### config.mk
export PLATFORM = sky130hd
export DESIGN_NAME = ov7670_frame_source
export DESIGN_NICKNAME = d
export VERILOG_FILES = /design/src/rtl/ov7670_pkg.sv /design/src/rtl/ov7670_timing_counter.sv /design/src/rtl/ov7670_frame_source.sv
export SDC_FILE = /design/constraint.sdc
export NUM_CORES = 1
export LEC_CHECK = 0
export CAP_MARGIN = 20
export CORE_ASPECT_RATIO = 1.5
export CORE_MARGIN = 5
export CORE_UTILIZATION = 55
export CTS_CLUSTER_SIZE = 24
export DETAILED_ROUTE_END_ITERATION = 8
export GPL_TIMING_DRIVEN = 0
export PLACE_DENSITY = 0.84
export SLEW_MARGIN = 20
export SYNTH_ARGS = -nofsm -noshare
export SYNTH_HDL_FRONTEND = slang
export SYNTH_HIERARCHICAL = 1
export SYNTH_SLANG_ARGS = --single-unit
### constraint.sdc
create_clock -name pclk -period 4.05 [get_ports pclk]
set_clock_uncertainty 0.1 [all_clocks]
set_input_delay 1.0125 -clock pclk [delete_from_list [all_inputs] [get_ports pclk]]
set_output_delay 1.0125 -clock pclk [all_outputs]
set_load 0.01 [all_outputs]
### src/rtl/ov7670_pkg.sv
// Shared OV7670 types and default timing constants for the frame source and the capture benches.
package ov7670_pkg;

    typedef enum logic [2:0] {
        ST_IDLE   = 3'd0,
        ST_VSYNC  = 3'd1,
        ST_VBACK  = 3'd2,
        ST_ACTIVE = 3'd3,
        ST_VFRONT = 3'd4
    } state_t;

    localparam int DEF_H_ACTIVE    = 640;
    localparam int DEF_V_ACTIVE    = 480;
    localparam int DEF_BPP         = 2;
    localparam int DEF_H_BLANK     = 144;
    localparam int DEF_VSYNC_LINES = 3;
    localparam int DEF_V_BACK      = 17;
    localparam int DEF_V_FRONT     = 10;
    localparam int DEF_ADDR_W      = 19;

    // Bits needed to hold values 0..max_value, never less than one.
    function automatic int cnt_width(input int max_value);
        return (max_value < 2) ? 1 : $clog2(max_value + 1);
    endfunction

    function automatic int max4(input int a, input int b, input int c, input int d);
        int m;
        m = a;
        if (b > m) m = b;
        if (c > m) m = c;
        if (d > m) m = d;
        return m;
    endfunction

endpackage

### src/rtl/ov7670_timing_counter.sv
// Byte position within a line and line position within the current frame phase.
module ov7670_timing_counter #(
    parameter int LINE = 10,
    parameter int HW   = 4,
    parameter int LW   = 1
) (
    input  logic          pclk,
    input  logic          rst_n,
    input  logic          run,
    input  logic [LW-1:0] phase_last,
    output logic [HW-1:0] h_nxt,
    output logic [LW-1:0] line_nxt,
    output logic          phase_end
);

    logic [HW-1:0] h_cnt_r;
    logic [LW-1:0] line_cnt_r;
    logic          line_end_s;

    // Next-position logic; counters sit at zero while not running.
    always_comb begin
        line_end_s = (h_cnt_r == HW'(LINE - 1));
        phase_end  = line_end_s && (line_cnt_r == phase_last);
        h_nxt      = h_cnt_r;
        line_nxt   = line_cnt_r;
        if (!run) begin
            h_nxt    = '0;
            line_nxt = '0;
        end else if (line_end_s) begin
            h_nxt    = '0;
            line_nxt = phase_end ? '0 : line_cnt_r + LW'(1);
        end else begin
            h_nxt    = h_cnt_r + HW'(1);
            line_nxt = line_cnt_r;
        end
    end

    // Position registers.
    always_ff @(posedge pclk or negedge rst_n) begin
        if (!rst_n) begin
            h_cnt_r    <= '0;
            line_cnt_r <= '0;
        end else begin
            h_cnt_r    <= h_nxt;
            line_cnt_r <= line_nxt;
        end
    end

endmodule

### src/rtl/ov7670_frame_source.sv
// OV7670 sensor emulator: streams a frame buffer as vsync/href/dout exactly as the camera does.
module ov7670_frame_source
    import ov7670_pkg::*;
#(
    parameter int         H_ACTIVE    = DEF_H_ACTIVE,
    parameter int         V_ACTIVE    = DEF_V_ACTIVE,
    parameter int         BPP         = DEF_BPP,
    parameter int         H_BLANK     = DEF_H_BLANK,
    parameter int         VSYNC_LINES = DEF_VSYNC_LINES,
    parameter int         V_BACK      = DEF_V_BACK,
    parameter int         V_FRONT     = DEF_V_FRONT,
    parameter logic [7:0] PAD_BYTE    = 8'h00,
    parameter int         ADDR_W      = DEF_ADDR_W
) (
    input  logic              pclk,
    input  logic              rst_n,
    input  logic              en,
    output logic              rd_en,
    output logic [ADDR_W-1:0] rd_addr,
    input  logic [7:0]        rd_data,
    output logic              vsync,
    output logic              href,
    output logic [7:0]        dout,
    output logic              busy,
    output logic              frame_done
);

    localparam int HBYTES = H_ACTIVE * BPP;
    localparam int LINE   = HBYTES + H_BLANK;
    localparam int PIX    = H_ACTIVE * V_ACTIVE;
    localparam int HW     = cnt_width(LINE - 1);
    localparam int LW     = cnt_width(max4(VSYNC_LINES, V_BACK, V_ACTIVE, V_FRONT) - 1);

    state_t          state_r, state_nxt_s;
    logic [HW-1:0]   h_nxt_s;
    logic [LW-1:0]   line_nxt_s, phase_last_s;
    logic            phase_end_s;
    logic            href_nxt_s, rd_en_nxt_s, fd_nxt_s, next_line_active_s, act2_s;
    logic [7:0]      dout_nxt_s;
    logic            rd_q_r;
    logic [ADDR_W-1:0] ptr_r;
    int              h2_s, pos2_s;

    ov7670_timing_counter #(.LINE(LINE), .HW(HW), .LW(LW)) u_timing (
        .pclk       (pclk),
        .rst_n      (rst_n),
        .run        (state_r != ST_IDLE),
        .phase_last (phase_last_s),
        .h_nxt      (h_nxt_s),
        .line_nxt   (line_nxt_s),
        .phase_end  (phase_end_s)
    );

    // Phase length and state sequencing; en only matters at frame boundaries.
    always_comb begin
        phase_last_s = '0;
        state_nxt_s  = state_r;
        case (state_r)
            ST_IDLE: begin
                state_nxt_s = en ? ST_VSYNC : ST_IDLE;
            end
            ST_VSYNC: begin
                phase_last_s = LW'(VSYNC_LINES - 1);
                state_nxt_s  = phase_end_s ? ST_VBACK : ST_VSYNC;
            end
            ST_VBACK: begin
                phase_last_s = LW'(V_BACK - 1);
                state_nxt_s  = phase_end_s ? ST_ACTIVE : ST_VBACK;
            end
            ST_ACTIVE: begin
                phase_last_s = LW'(V_ACTIVE - 1);
                state_nxt_s  = phase_end_s ? ST_VFRONT : ST_ACTIVE;
            end
            ST_VFRONT: begin
                phase_last_s = LW'(V_FRONT - 1);
                if (phase_end_s) state_nxt_s = en ? ST_VSYNC : ST_IDLE;
                else             state_nxt_s = ST_VFRONT;
            end
            default: begin
                state_nxt_s = ST_IDLE;
            end
        endcase
    end

    // Decode the upcoming cycle; a read is issued two cycles ahead of its pixel's first byte.
    always_comb begin
        href_nxt_s = (state_nxt_s == ST_ACTIVE) && (int'(h_nxt_s) < HBYTES);
        fd_nxt_s   = (state_nxt_s == ST_VFRONT) && (h_nxt_s == HW'(LINE - 1))
                     && (line_nxt_s == LW'(V_FRONT - 1));
        next_line_active_s = ((state_nxt_s == ST_ACTIVE) && (line_nxt_s != LW'(V_ACTIVE - 1)))
                          || ((state_nxt_s == ST_VBACK) && (line_nxt_s == LW'(V_BACK - 1)));
        h2_s = int'(h_nxt_s) + 2;
        if (h2_s >= LINE) begin
            pos2_s = h2_s - LINE;
            act2_s = next_line_active_s;
        end else begin
            pos2_s = h2_s;
            act2_s = (state_nxt_s == ST_ACTIVE);
        end
        rd_en_nxt_s = act2_s && (pos2_s < HBYTES) && ((pos2_s % BPP) == 0);
        if (rd_q_r)          dout_nxt_s = rd_data;
        else if (href_nxt_s) dout_nxt_s = PAD_BYTE;
        else                 dout_nxt_s = 8'h00;
    end

    // State, read pipeline and registered bus outputs.
    always_ff @(posedge pclk or negedge rst_n) begin
        if (!rst_n) begin
            state_r    <= ST_IDLE;
            vsync      <= 1'b0;
            href       <= 1'b0;
            dout       <= 8'h00;
            rd_en      <= 1'b0;
            rd_addr    <= '0;
            rd_q_r     <= 1'b0;
            ptr_r      <= '0;
            busy       <= 1'b0;
            frame_done <= 1'b0;
        end else begin
            state_r    <= state_nxt_s;
            vsync      <= (state_nxt_s == ST_VSYNC);
            href       <= href_nxt_s;
            dout       <= dout_nxt_s;
            rd_en      <= rd_en_nxt_s;
            rd_q_r     <= rd_en;
            busy       <= (state_nxt_s != ST_IDLE);
            frame_done <= fd_nxt_s;
            if (rd_en_nxt_s) begin
                rd_addr <= ptr_r;
                ptr_r   <= (ptr_r == ADDR_W'(PIX - 1)) ? '0 : ptr_r + ADDR_W'(1);
            end else begin
                rd_addr <= rd_addr;
                ptr_r   <= ptr_r;
            end
        end
    end

endmodule

==> flow_summary_export.csv, run 1 <==
group,metric,value,unit
placement,dp_hpwl,6107,um
logic_synthesis,netlist_instances,343,
logic_synthesis,ys.warnings.count,6,
floorplan,floorplan.rows,37,
timing,final_critical_path_setup_slack,0.003181,ns
floorplan,dieHeight,111.7,um
final_layout,area_occupied_by_multi_input_gates,0.001944,mm2
timing,maxSlewViolCount,0,
floorplan,initial_core_util,55.71,%
power,power-per-cell-area,322.7,mW/mm2
placement,detailed_place.area,0.004345,mm2
worst_setup_path,cp_max_fo,10,
logic_synthesis,ys_dominant_reg_cell,"sky130_fd_sc_hd__dfrtp_1",
placement,port_buffers,42,
routing,ant_nets_after_route,0,
logic_synthesis,ys_top_cells_by_area,"sky130_fd_sc_hd__dfrtp_1 50%, sky130_fd_sc_hd__mux2_2 5.6%, sky130_fd_sc_hd__xnor2_1 3.2%",
timing,rsz_0062_raised_after_global_routing,"yes",
worst_setup_path,reg2regPathDepth,16,
final_layout,finish.net_count,433,
logic_synthesis,synth.top_cell.area_share,49.50,%
grt,grt.overflow.total,0,
clock_network,ctsHtreeMaxLevel,3,
routing,detail_route.wirelength,9234,um
logic_synthesis,synth_sequential_area_ratio,49.50,%
floorplan,die_width,77.79,um
logic_synthesis,asyncSetResetFlopFracSynth,100.0,%
flow_run,cap_viol_max_count,0,
grt,use_met2,36.20,%
timing,slew-limit-headroom,53.81,%
timing,setup-violations-final,0,
routing,drc_errors,0,
final_layout,post_route_cells_drive_above_1_share,24.76,%
logic_synthesis,syn-num-nets,357,
worst_setup_path,setup.reg_to_reg.worst_slack,0.003,ns
grt,groute.layer.met3.usage,4.450,%
clock_network,cts.root.buffer_cell,"sky130_fd_sc_hd__clkbuf_8",
routing,routed-via-count,3068,
worst_setup_path,cp-end-kind,"flop",
grt,antenna_found_initial,0,
routing,drt_first_pass_iters,5,
final_layout,postLayoutCellArea,0.004881,mm2
worst_setup_path,crit_type,"flop to flop",
final_layout,final_cells,502,
timing,final_hold_viol_count,0,
worst_setup_path,reg2reg_from,"state_r[2]$_DFF_PN0_",
final_layout,seqCellArea,0.001878,mm2
floorplan,boundaryPins,43,
worst_setup_path,crit_path_start,"state_r[2]$_DFF_PN0_",
power,total_power,1.575,mW
clock_network,cts_tree,"built",
routing,post_drt_wl_per_cell,18.39,um
final_layout,syn2layout_area_growth,28.75,%
grt,vias_in_the_first_global_route,3104,
placement,detailedPlace.worstSlack,-0.2356,ns
timing,worst_pin_slew,0.6928,ns
floorplan,fp.coreArea,0.006805,mm2
placement,globalplace.congestion,0.8912,
final_layout,layout_common_cells,"74 x sky130_fd_sc_hd__dfrtp_1, 41 x sky130_fd_sc_hd__clkdlybuf4s50_1, 22 x sky130_fd_sc_hd__nor2_1",
clock_network,cts_buffers,9,
final_layout,final_common_cell,"sky130_fd_sc_hd__dfrtp_1",
clock_network,clock_tree.buffer_depth,2,
worst_setup_path,reg2reg_to,"ptr_r[13]$_DFFE_PN0P_",
floorplan,die-area,0.008688,mm2
grt,global_route.peak_usage_layer,"met2",
grt,maximum_number_of_pins_on_one_net_before_global_route_repair,55,
logic_synthesis,number_of_enable_type_register_cells_in_the_synthesized_netlist,0,
grt,track_usage,20.78,%
worst_setup_path,start_kind,"flop",
logic_synthesis,netlist_area,0.003791,mm2
worst_setup_path,setup.worst_path.end,"ptr_r[13]$_DFFE_PN0P_",
logic_synthesis,synth_largest_area_cell,"sky130_fd_sc_hd__dfrtp_1",
final_layout,filler_cell_count,444,
grt,grt_pass1_wl,14650,um
routing,drt_first_iter_violations,225,
timing,maxClockFrequency,0.2471,GHz
worst_setup_path,arrival,4.18,ns
clock_network,clk_pin_slew_worst_paths,0.07,ns
clock_network,clk-insertion-delay-late,0.35,ns
worst_setup_path,worst-endpoint-required,4.18,ns
power,worst_ir_drop_vdd,0.3445,mV
logic_synthesis,synth_cell_types,62,
placement,post-place-cells,465,
timing,final.period_utilization,99.92,%
logic_synthesis,ys_ff_latch,75,
status,status,"complete, no violations",
final_layout,antenna_cells,0,
timing,accumulated_negative_setup_slack,0,ns
final_layout,postLayoutCoreUtil,71.72,%
timing,hold-worst-slack,0.2765,ns
min_path,hp-class,"flop to flop",
clock_network,cts.sink_count,75,
routing,route.detailed.vias_per_inst,6.112,
power,total_leakage_power,2.159,nW
grt,global_route.usage.met1,23.38,%
logic_synthesis,syn-mean-instance-area,11.05,um2
timing,final_period_minus_worst_setup_slack,4.047,ns
[critical path, cell delays in order, from the launching register on]
cell and delay (ns):
sky130_fd_sc_hd__dfrtp_1 0.44, sky130_fd_sc_hd__and2b_4 0.22, sky130_fd_sc_hd__and2_4 0.17, sky130_fd_sc_hd__a21o_1 0.20
sky130_fd_sc_hd__xnor2_2 0.15, sky130_fd_sc_hd__nand4_1 0.15, sky130_fd_sc_hd__buf_6 0.17, sky130_fd_sc_hd__o41ai_4 0.40
sky130_fd_sc_hd__buf_4 0.21, sky130_fd_sc_hd__a21oi_4 0.05, sky130_fd_sc_hd__nor4_4 0.30, sky130_fd_sc_hd__nand2_1 0.13
sky130_fd_sc_hd__nor4_4 0.26, sky130_fd_sc_hd__a31oi_4 0.17, sky130_fd_sc_hd__nand2b_4 0.20, sky130_fd_sc_hd__buf_4 0.22
sky130_fd_sc_hd__o41ai_2 0.37
[logic make-up after synthesis]
kind of cell,count (synthesis),share of synthesized area [%]
AND/OR/NAND/NOR,135,21.78
flip-flops,75,49.50
AO/OA/AOI/OAI,61,12.18
XOR/XNOR,27,6.238
buffers and inverters,21,3.201
multiplexers,20,6.007
adder cells (fa/ha/maj),3,0.9902
other,1,0.09891
[repair_timing]
item	4_1_cts	5_1_grt
cloned	0	1
hold buffers	0	0
resized for setup	3	39
pin swaps	2	11
endpoints found under the setup margin	38	37
setup buffers	3	17
[routing by layer]
layer	vias to the layer above	wire, um
met3	22	410
met5	-	0
met2	114	5324
li1	1408	-
met4	0	207
met1	1524	3292
[synth_stat cells (2+ instances only)]
cell type                  number
sky130_fd_sc_hd__or3_1          2
sky130_fd_sc_hd__a31oi_1        4
sky130_fd_sc_hd__and3_1         6
sky130_fd_sc_hd__buf_2          4
sky130_fd_sc_hd__nor4_2         2
sky130_fd_sc_hd__nand4b_1       2
sky130_fd_sc_hd__and2_1        12
sky130_fd_sc_hd__nor2b_1        3
sky130_fd_sc_hd__a21o_1         3
sky130_fd_sc_hd__nor4_1         4
sky130_fd_sc_hd__o21ai_0       22
sky130_fd_sc_hd__xnor2_1       14
sky130_fd_sc_hd__o41ai_2        2
sky130_fd_sc_hd__ha_1           3
sky130_fd_sc_hd__xor2_1        13
sky130_fd_sc_hd__nand4_1       17
sky130_fd_sc_hd__buf_6          4
sky130_fd_sc_hd__nand3_1       19
sky130_fd_sc_hd__a21oi_1        6
sky130_fd_sc_hd__clkbuf_1       2
sky130_fd_sc_hd__o31ai_1       11
sky130_fd_sc_hd__dfrtp_1       75
sky130_fd_sc_hd__nor2_1        22
sky130_fd_sc_hd__or3_2          2
sky130_fd_sc_hd__and4_1         3
sky130_fd_sc_hd__inv_1          9
sky130_fd_sc_hd__nand3b_1       2
sky130_fd_sc_hd__and3_2         2
sky130_fd_sc_hd__nor3_1         6
sky130_fd_sc_hd__buf_4          2
sky130_fd_sc_hd__mux2_2        19
sky130_fd_sc_hd__nand2_1       16
[how the worst min path moves through the flow]
| stage | slack (ns) | cells after the start | start | to |
|---|---|---|---|---|
| after floorplan | 0.32 | 0 | rd_en$_DFF_PN0_ | rd_q_r$_DFF_PN0_ |
| after global placement | 0.26 | 0 | rd_en$_DFF_PN0_ | rd_q_r$_DFF_PN0_ |
| after detailed placement | 0.26 | 0 | rd_en$_DFF_PN0_ | rd_q_r$_DFF_PN0_ |
| after CTS | 0.28 | 0 | rd_en$_DFF_PN0_ | rd_q_r$_DFF_PN0_ |
| after global routing | 0.30 | 0 | rd_en$_DFF_PN0_ | rd_q_r$_DFF_PN0_ |
| final | 0.28 | 0 | rd_en$_DFF_PN0_ | rd_q_r$_DFF_PN0_ |
[flip-flops by register name (all words and copies together) (netlist names)]
name,count
rd_en,1
ptr_r,19
state_r,3
busy,1
vsync,1
u_timing/h_cnt_r,11
dout,8
frame_done,1
u_timing/line_cnt_r,9
href,1
rd_addr,19
rd_q_r,1
[power breakdown]
group,switching [mW],total [mW],internal (mW)
sequential,0.0302,0.812,0.782
clock,0.257,0.559,0.302
combinational,0.122,0.204,0.0817
[final cells by class]
| type | count | area share [%] |
|---|---|---|
| Timing Repair Buffer | 65 | 13.18 |
| Clock buffer | 14 | 3.127 |
| Buffer | 12 | 1.974 |
| Tap cell | 78 | 1.999 |
| Sequential cell | 75 | 38.48 |
| Inverter | 9 | 0.6921 |
| Multi-Input combinational cell | 247 | 39.84 |
| Clock inverter | 2 | 0.7178 |
No activity file was read; power rests on OpenSTA's default activity.
==> inputs of run 2 (changes only) <==
--- a/config.mk
+++ b/config.mk
@@ -12,8 +12,8 @@
 export CTS_CLUSTER_SIZE = 24
 export DETAILED_ROUTE_END_ITERATION = 8
 export GPL_TIMING_DRIVEN = 0
+export HOLD_SLACK_MARGIN = 0.02
 export PLACE_DENSITY = 0.84
-export SLEW_MARGIN = 20
 export SYNTH_ARGS = -nofsm -noshare
 export SYNTH_HDL_FRONTEND = slang
 export SYNTH_HIERARCHICAL = 1
==> flow_summary_export.csv, run 2 (synthesized netlist as in run 1, its figures left out) <==
group,metric,value,unit
clock_network,cts_buffers,9,
clock_network,clk_pin_slew_worst_paths,0.07,ns
floorplan,dieHeight,111.7,um
worst_setup_path,crit_type,"flop to flop",
min_path,hp-class,"flop to flop",
floorplan,fp.coreArea,0.006805,mm2
timing,maxSlewViolCount,0,
final_layout,layout_top_registers,"ptr_r: 19 flops, rd_addr: 19 flops, u_timing/h_cnt_r: 11 flops",
routing,drt_first_iter_violations,245,
routing,post_drt_wl_per_cell,17.52,um
worst_setup_path,cp-end-kind,"flop",
clock_network,clk-insertion-delay-late,0.35,ns
grt,maximum_number_of_pins_on_one_net_before_global_route_repair,76,
floorplan,floorplan.rows,37,
routing,drc_errors,0,
timing,setup-violations-final,0,
grt,track_usage,20.54,%
final_layout,post_route_cells_drive_above_1_share,19.27,%
floorplan,die-area,0.008688,mm2
timing,rsz_0062_raised_after_global_routing,"yes",
timing,slew-limit-headroom,56.26,%
placement,port_buffers,42,
timing,final_period_minus_worst_setup_slack,3.896,ns
timing,final_critical_path_setup_slack,0.1535,ns
power,total_power,1.570,mW
final_layout,syn2layout_area_growth,21.95,%
grt,grt.overflow.total,0,
clock_network,ctsHtreeMaxLevel,3,
floorplan,boundaryPins,43,
routing,routed-via-count,2981,
clock_network,cts.sink_count,75,
flow_run,cap_viol_max_count,0,
clock_network,cts.root.buffer_cell,"sky130_fd_sc_hd__clkbuf_8",
routing,route.detailed.vias_per_inst,6.109,
timing,hold-worst-slack,0.2762,ns
timing,maxClockFrequency,0.2566,GHz
clock_network,clock_tree.buffer_depth,2,
power,total_leakage_power,2.026,nW
routing,detail_route.wirelength,8549,um
worst_setup_path,start_kind,"flop",
clock_network,postCtsHoldBufs,0,
final_layout,antenna_cells,0,
grt,vias_in_the_first_global_route,3053,
worst_setup_path,arrival,4.03,ns
routing,drt_first_pass_iters,5,
power,power-per-cell-area,339.6,mW/mm2
timing,final_hold_viol_count,0,
floorplan,die_width,77.79,um
clock_network,cts_tree,"built",
final_layout,final_cells,488,
final_layout,finish.net_count,419,
status,status,"complete, no violations",
timing,worst_pin_slew,0.6561,ns
grt,antenna_found_initial,0,
placement,detailedPlace.worstSlack,-0.1525,ns
worst_setup_path,worst-endpoint-required,4.19,ns
placement,dp_hpwl,5981,um
worst_setup_path,cp_max_fo,10,
placement,globalplace.congestion,0.8912,
grt,grt_pass1_wl,14410,um
final_layout,final_common_cell,"sky130_fd_sc_hd__dfrtp_1",
timing,final.period_utilization,96.21,%
placement,post-place-cells,465,
routing,ant_nets_after_route,0,
floorplan,initial_core_util,55.71,%
final_layout,layout_common_cells,"75 x sky130_fd_sc_hd__dfrtp_1, 41 x sky130_fd_sc_hd__clkdlybuf4s50_1, 22 x sky130_fd_sc_hd__o21ai_0",
power,worst_ir_drop_vdd,0.3581,mV
==> run 2: final timing paths <==
kind	endpoint	startpoint	slack [ns]	depth (start not counted)
hold reg to reg	rd_q_r$_DFF_PN0_	rd_en$_DFF_PN0_	0.28	0
hold / removal	rd_q_r$_DFF_PN0_	rd_en$_DFF_PN0_	0.28	0
setup reg to reg	ptr_r[15]$_DFFE_PN0P_	state_r[2]$_DFF_PN0_	0.15	17
setup / recovery	ptr_r[15]$_DFFE_PN0P_	state_r[2]$_DFF_PN0_	0.15	17
max in group asynchronous	dout[5]$_DFF_PN0_	rst_n	2.98	2
min in group asynchronous	u_timing/h_cnt_r[1]$_DFF_PN0_	rst_n	0.57	2
==> run 2: metal layers <==
metal  global-route usage, %  vias up  wire length (um)
met5                       0        -                 0
met4                   9.748        0               234
met3                   5.259       23               424
met2                   35.36       99              4775
met1                   23.32     1475              3114
li1                        -     1384                 -
==> run 2: power breakdown <==
part / internal, mW / switching (mW) / total [mW] / leakage (nW)
sequential: 0.782 / 0.0297 / 0.812 / 1.01
combinational: 0.0811 / 0.122 / 0.203 / 0.924
clock: 0.302 / 0.253 / 0.555 / 0.0947
==> run 2: critical path: stages, from the launching register on <==
cell and delay, ns:
sky130_fd_sc_hd__dfrtp_1 0.44, sky130_fd_sc_hd__and2b_4 0.33, sky130_fd_sc_hd__and2_4 0.20, sky130_fd_sc_hd__a21o_1 0.15, sky130_fd_sc_hd__xnor2_1 0.13, sky130_fd_sc_hd__nand4_1 0.22
sky130_fd_sc_hd__o41ai_4 0.39, sky130_fd_sc_hd__buf_4 0.19, sky130_fd_sc_hd__buf_4 0.13, sky130_fd_sc_hd__a21oi_2 0.05, sky130_fd_sc_hd__nor4_2 0.21, sky130_fd_sc_hd__nand2_1 0.13
sky130_fd_sc_hd__nor4_4 0.19, sky130_fd_sc_hd__a31oi_4 0.16, sky130_fd_sc_hd__nand2b_4 0.19, sky130_fd_sc_hd__buf_6 0.17, sky130_fd_sc_hd__buf_6 0.15, sky130_fd_sc_hd__o31a_1 0.27
==> run 2: area by class of cell <==
class	instances	area, um2
Clock inverter	2	35.03
Timing Repair Buffer	51	505.5
Sequential cell	75	1877
Inverter	9	33.78
Tap cell	78	97.59
Buffer	12	87.58
Fill cell	499	2182
Multi-Input combinational cell	247	1834
Clock buffer	14	152.6
==> run 2: what timing repair did <==
item | CTS | global route
hold endpoints to repair | 0 | 0
endpoints found under the setup margin | 33 | 33
buffers inserted | 2 | 5
pin swaps | 2 | 5
gates resized for setup | 2 | 10
==> run 2: metrics by stage <==
stage	setup TNS [ns]	utilization [%]	cell area (um2)
after floorplan	0	-	3791
after global placement	-59.20	63.32	4309
after detailed placement	-2.169	63.76	4339
after CTS	0	66.85	4549
after global routing	-0.07311	67.94	4623
final	0	67.94	4623
==> inputs of run 3 (changes only) <==
--- a/config.mk
+++ b/config.mk
@@ -7,7 +7,7 @@
 export LEC_CHECK = 0
 export CAP_MARGIN = 20
 export CORE_ASPECT_RATIO = 1.5
-export CORE_MARGIN = 5
+export CORE_MARGIN = 3
 export CORE_UTILIZATION = 55
 export CTS_CLUSTER_SIZE = 24
 export DETAILED_ROUTE_END_ITERATION = 8
==> flow_summary_export.csv, run 3 (synthesized netlist as in run 1, its figures left out) <==
group,metric,value,unit
status,status,"complete, no violations",
worst_setup_path,worstPathBufferInverterCount,1,
timing,maxSlewViolCount,0,
routing,drt_first_pass_iters,5,
worst_setup_path,top_cell_family_by_delay_on_the_critical_path,"simple AND/OR/NAND/NOR gates",
grt,maximum_number_of_pins_on_one_net_before_global_route_repair,70,
floorplan,fp.coreArea,0.006576,mm2
min_path,hp-class,"flop to flop",
power,total_leakage_power,2.100,nW
final_layout,layout_common_cells,"73 x sky130_fd_sc_hd__dfrtp_1, 41 x sky130_fd_sc_hd__clkdlybuf4s50_1, 22 x sky130_fd_sc_hd__o21ai_0, 22 x sky130_fd_sc_hd__nor2_1, 19 x sky130_fd_sc_hd__mux2_2",
clock_network,cts.root.buffer_cell,"sky130_fd_sc_hd__clkbuf_8",
floorplan,die-area,0.007946,mm2
final_layout,postLayoutCoreUtil,71.63,%
flow_run,cap_viol_max_count,0,
final_layout,layout_top_registers,"ptr_r: 19 flops, rd_addr: 19 flops, u_timing/h_cnt_r: 11 flops",
placement,globalplace.congestion,0.8891,
final_layout,final_common_cell,"sky130_fd_sc_hd__dfrtp_1",
grt,grt.overflow.total,0,
worst_setup_path,crit_slowest_cell,"sky130_fd_sc_hd__o41ai_4",
timing,final_hold_viol_count,0,
clock_network,cts_buffers,9,
final_layout,antenna_cells,0,
placement,dp_hpwl,6083,um
worst_setup_path,cp-end-kind,"flop",
floorplan,boundaryPins,43,
worst_setup_path,crit_path_cell_trace,"and2b_4 -> and2_4 -> a21o_1 -> xnor2_1 -> nand3_2 -> o41ai_4 -> buf_4 -> a21oi_2 -> nor4_2 -> nand2_1 -> nor4_4 -> a31oi_4 -> nor4_1 -> mux2_2",
routing,detail_route.wirelength,8914,um
final_layout,finish.net_count,426,
worst_setup_path,start_kind,"flop",
power,total_power,1.699,mW
worst_setup_path,crit_type,"flop to flop",
floorplan,dieHeight,107.7,um
grt,vias_in_the_first_global_route,3073,
final_layout,syn2layout_area_growth,24.26,%
placement,port_buffers,42,
worst_setup_path,arrival,4.10,ns
floorplan,die_width,73.79,um
floorplan,initial_core_util,57.65,%
clock_network,clk_pin_slew_worst_paths,0.07,ns
timing,final_period_minus_worst_setup_slack,3.976,ns
grt,track_usage,24.30,%
clock_network,clock_tree.buffer_depth,2,
routing,ant_nets_after_route,0,
power,power-per-cell-area,360.7,mW/mm2
grt,grt_pass1_wl,14980,um
worst_setup_path,slowest_delay,0.50,ns
worst_setup_path,worst-endpoint-required,4.17,ns
timing,maxClockFrequency,0.2515,GHz
floorplan,floorplan.rows,36,
routing,route.detailed.vias_per_inst,6.224,
grt,antenna_found_initial,0,
power,worst_ir_drop_vdd,0.2239,mV
final_layout,post_route_cells_drive_above_1_share,21.39,%
timing,final.period_utilization,98.18,%
clock_network,cts.sink_count,75,
clock_network,ctsHtreeMaxLevel,3,
clock_network,clk-insertion-delay-late,0.34,ns
routing,post_drt_wl_per_cell,18.12,um
clock_network,cts_tree,"built",
routing,drc_errors,0,
routing,routed-via-count,3062,
timing,accumulated_negative_setup_slack,0,ns
worst_setup_path,cp_max_fo,7,
timing,final_critical_path_setup_slack,0.07355,ns
routing,drt_first_iter_violations,263,
timing,setup-violations-final,0,
clock_network,postCtsHoldBufs,0,
placement,detailedPlace.worstSlack,-0.3016,ns
-- run 3: cell count changes in the layout (fill, tap and decap cells not counted), sizes merged --
cell      change
buf           +7
bufinv        +2
clkbuf        -4
clkinvlp      +1
-- run 3: where the power goes --
| group | switching, mW | internal, mW | leakage (nW) |
|---|---|---|---|
| logic | 0.125 | 0.0835 | 0.984 |
| clock network | 0.274 | 0.405 | 0.112 |
| registers | 0.0307 | 0.782 | 1.00 |
-- run 3: area by class of cell --
type                            count  area [um2]
Multi-Input combinational cell    247        1826
Clock buffer                       10       127.6
Sequential cell                    75        1879
Buffer                             12       88.84
Tap cell                           76       95.09
Timing Repair Buffer               58       558.0
Fill cell                         459        1866
Clock inverter                      5       102.6
Inverter                            9       33.78
-- run 3: worst register-to-register path, stage by stage (launching register included) --
cell	delay (ns)
sky130_fd_sc_hd__dfrtp_2	0.45
sky130_fd_sc_hd__and2b_4	0.18
sky130_fd_sc_hd__and2_4	0.16
sky130_fd_sc_hd__a21o_1	0.19
sky130_fd_sc_hd__xnor2_1	0.19
sky130_fd_sc_hd__nand3_2	0.12
sky130_fd_sc_hd__o41ai_4	0.50
sky130_fd_sc_hd__buf_4	0.20
sky130_fd_sc_hd__a21oi_2	0.05
sky130_fd_sc_hd__nor4_2	0.33
sky130_fd_sc_hd__nand2_1	0.15
sky130_fd_sc_hd__nor4_4	0.27
sky130_fd_sc_hd__a31oi_4	0.16
sky130_fd_sc_hd__nor4_1	0.42
sky130_fd_sc_hd__mux2_2	0.39
-- run 3: stage by stage --
stage          hold WS, ns  cell area, um2  std cells
2_1_floorplan       0.3160            3791        343
3_3_place_gp        0.2587            4307        461
3_5_place_dp        0.2699            4332        462
4_1_cts             0.2871            4592        480
5_1_grt             0.2912            4711        492
6_report            0.2860            4711        492
-- run 3: metal layers --
metal / up-vias / track usage (%) / part of all wire [%]
met3: 19 / 4.019 / 3.8
met5: - / 0 / 0
li1: 1402 / - / -
met4: 0 / 8.938 / 2.3
met2: 103 / 41.24 / 55
met1: 1538 / 30.57 / 38
-- run 3: final timing paths --
check	startpoint	endpoint	slack, ns	depth (start not counted)
max reg2reg	state_r[1]$_DFF_PN0_	ptr_r[12]$_DFFE_PN0P_	0.07	14
max	state_r[1]$_DFF_PN0_	ptr_r[12]$_DFFE_PN0P_	0.07	14
min in group asynchronous	rst_n	u_timing/h_cnt_r[0]$_DFF_PN0_	0.38	1
min	rd_en$_DFF_PN0_	rd_q_r$_DFF_PN0_	0.29	0
min reg2reg	rd_en$_DFF_PN0_	rd_q_r$_DFF_PN0_	0.29	0
max in group asynchronous	rst_n	state_r[2]$_DFF_PN0_	2.90	2
-- run 3: timing repair --
action / CTS / global route
endpoints found under the setup margin: 39 / 39
pin swaps: 1 / 7
gates cloned: 0 / 0
setup buffers: 3 / 12
resized for setup: 2 / 11
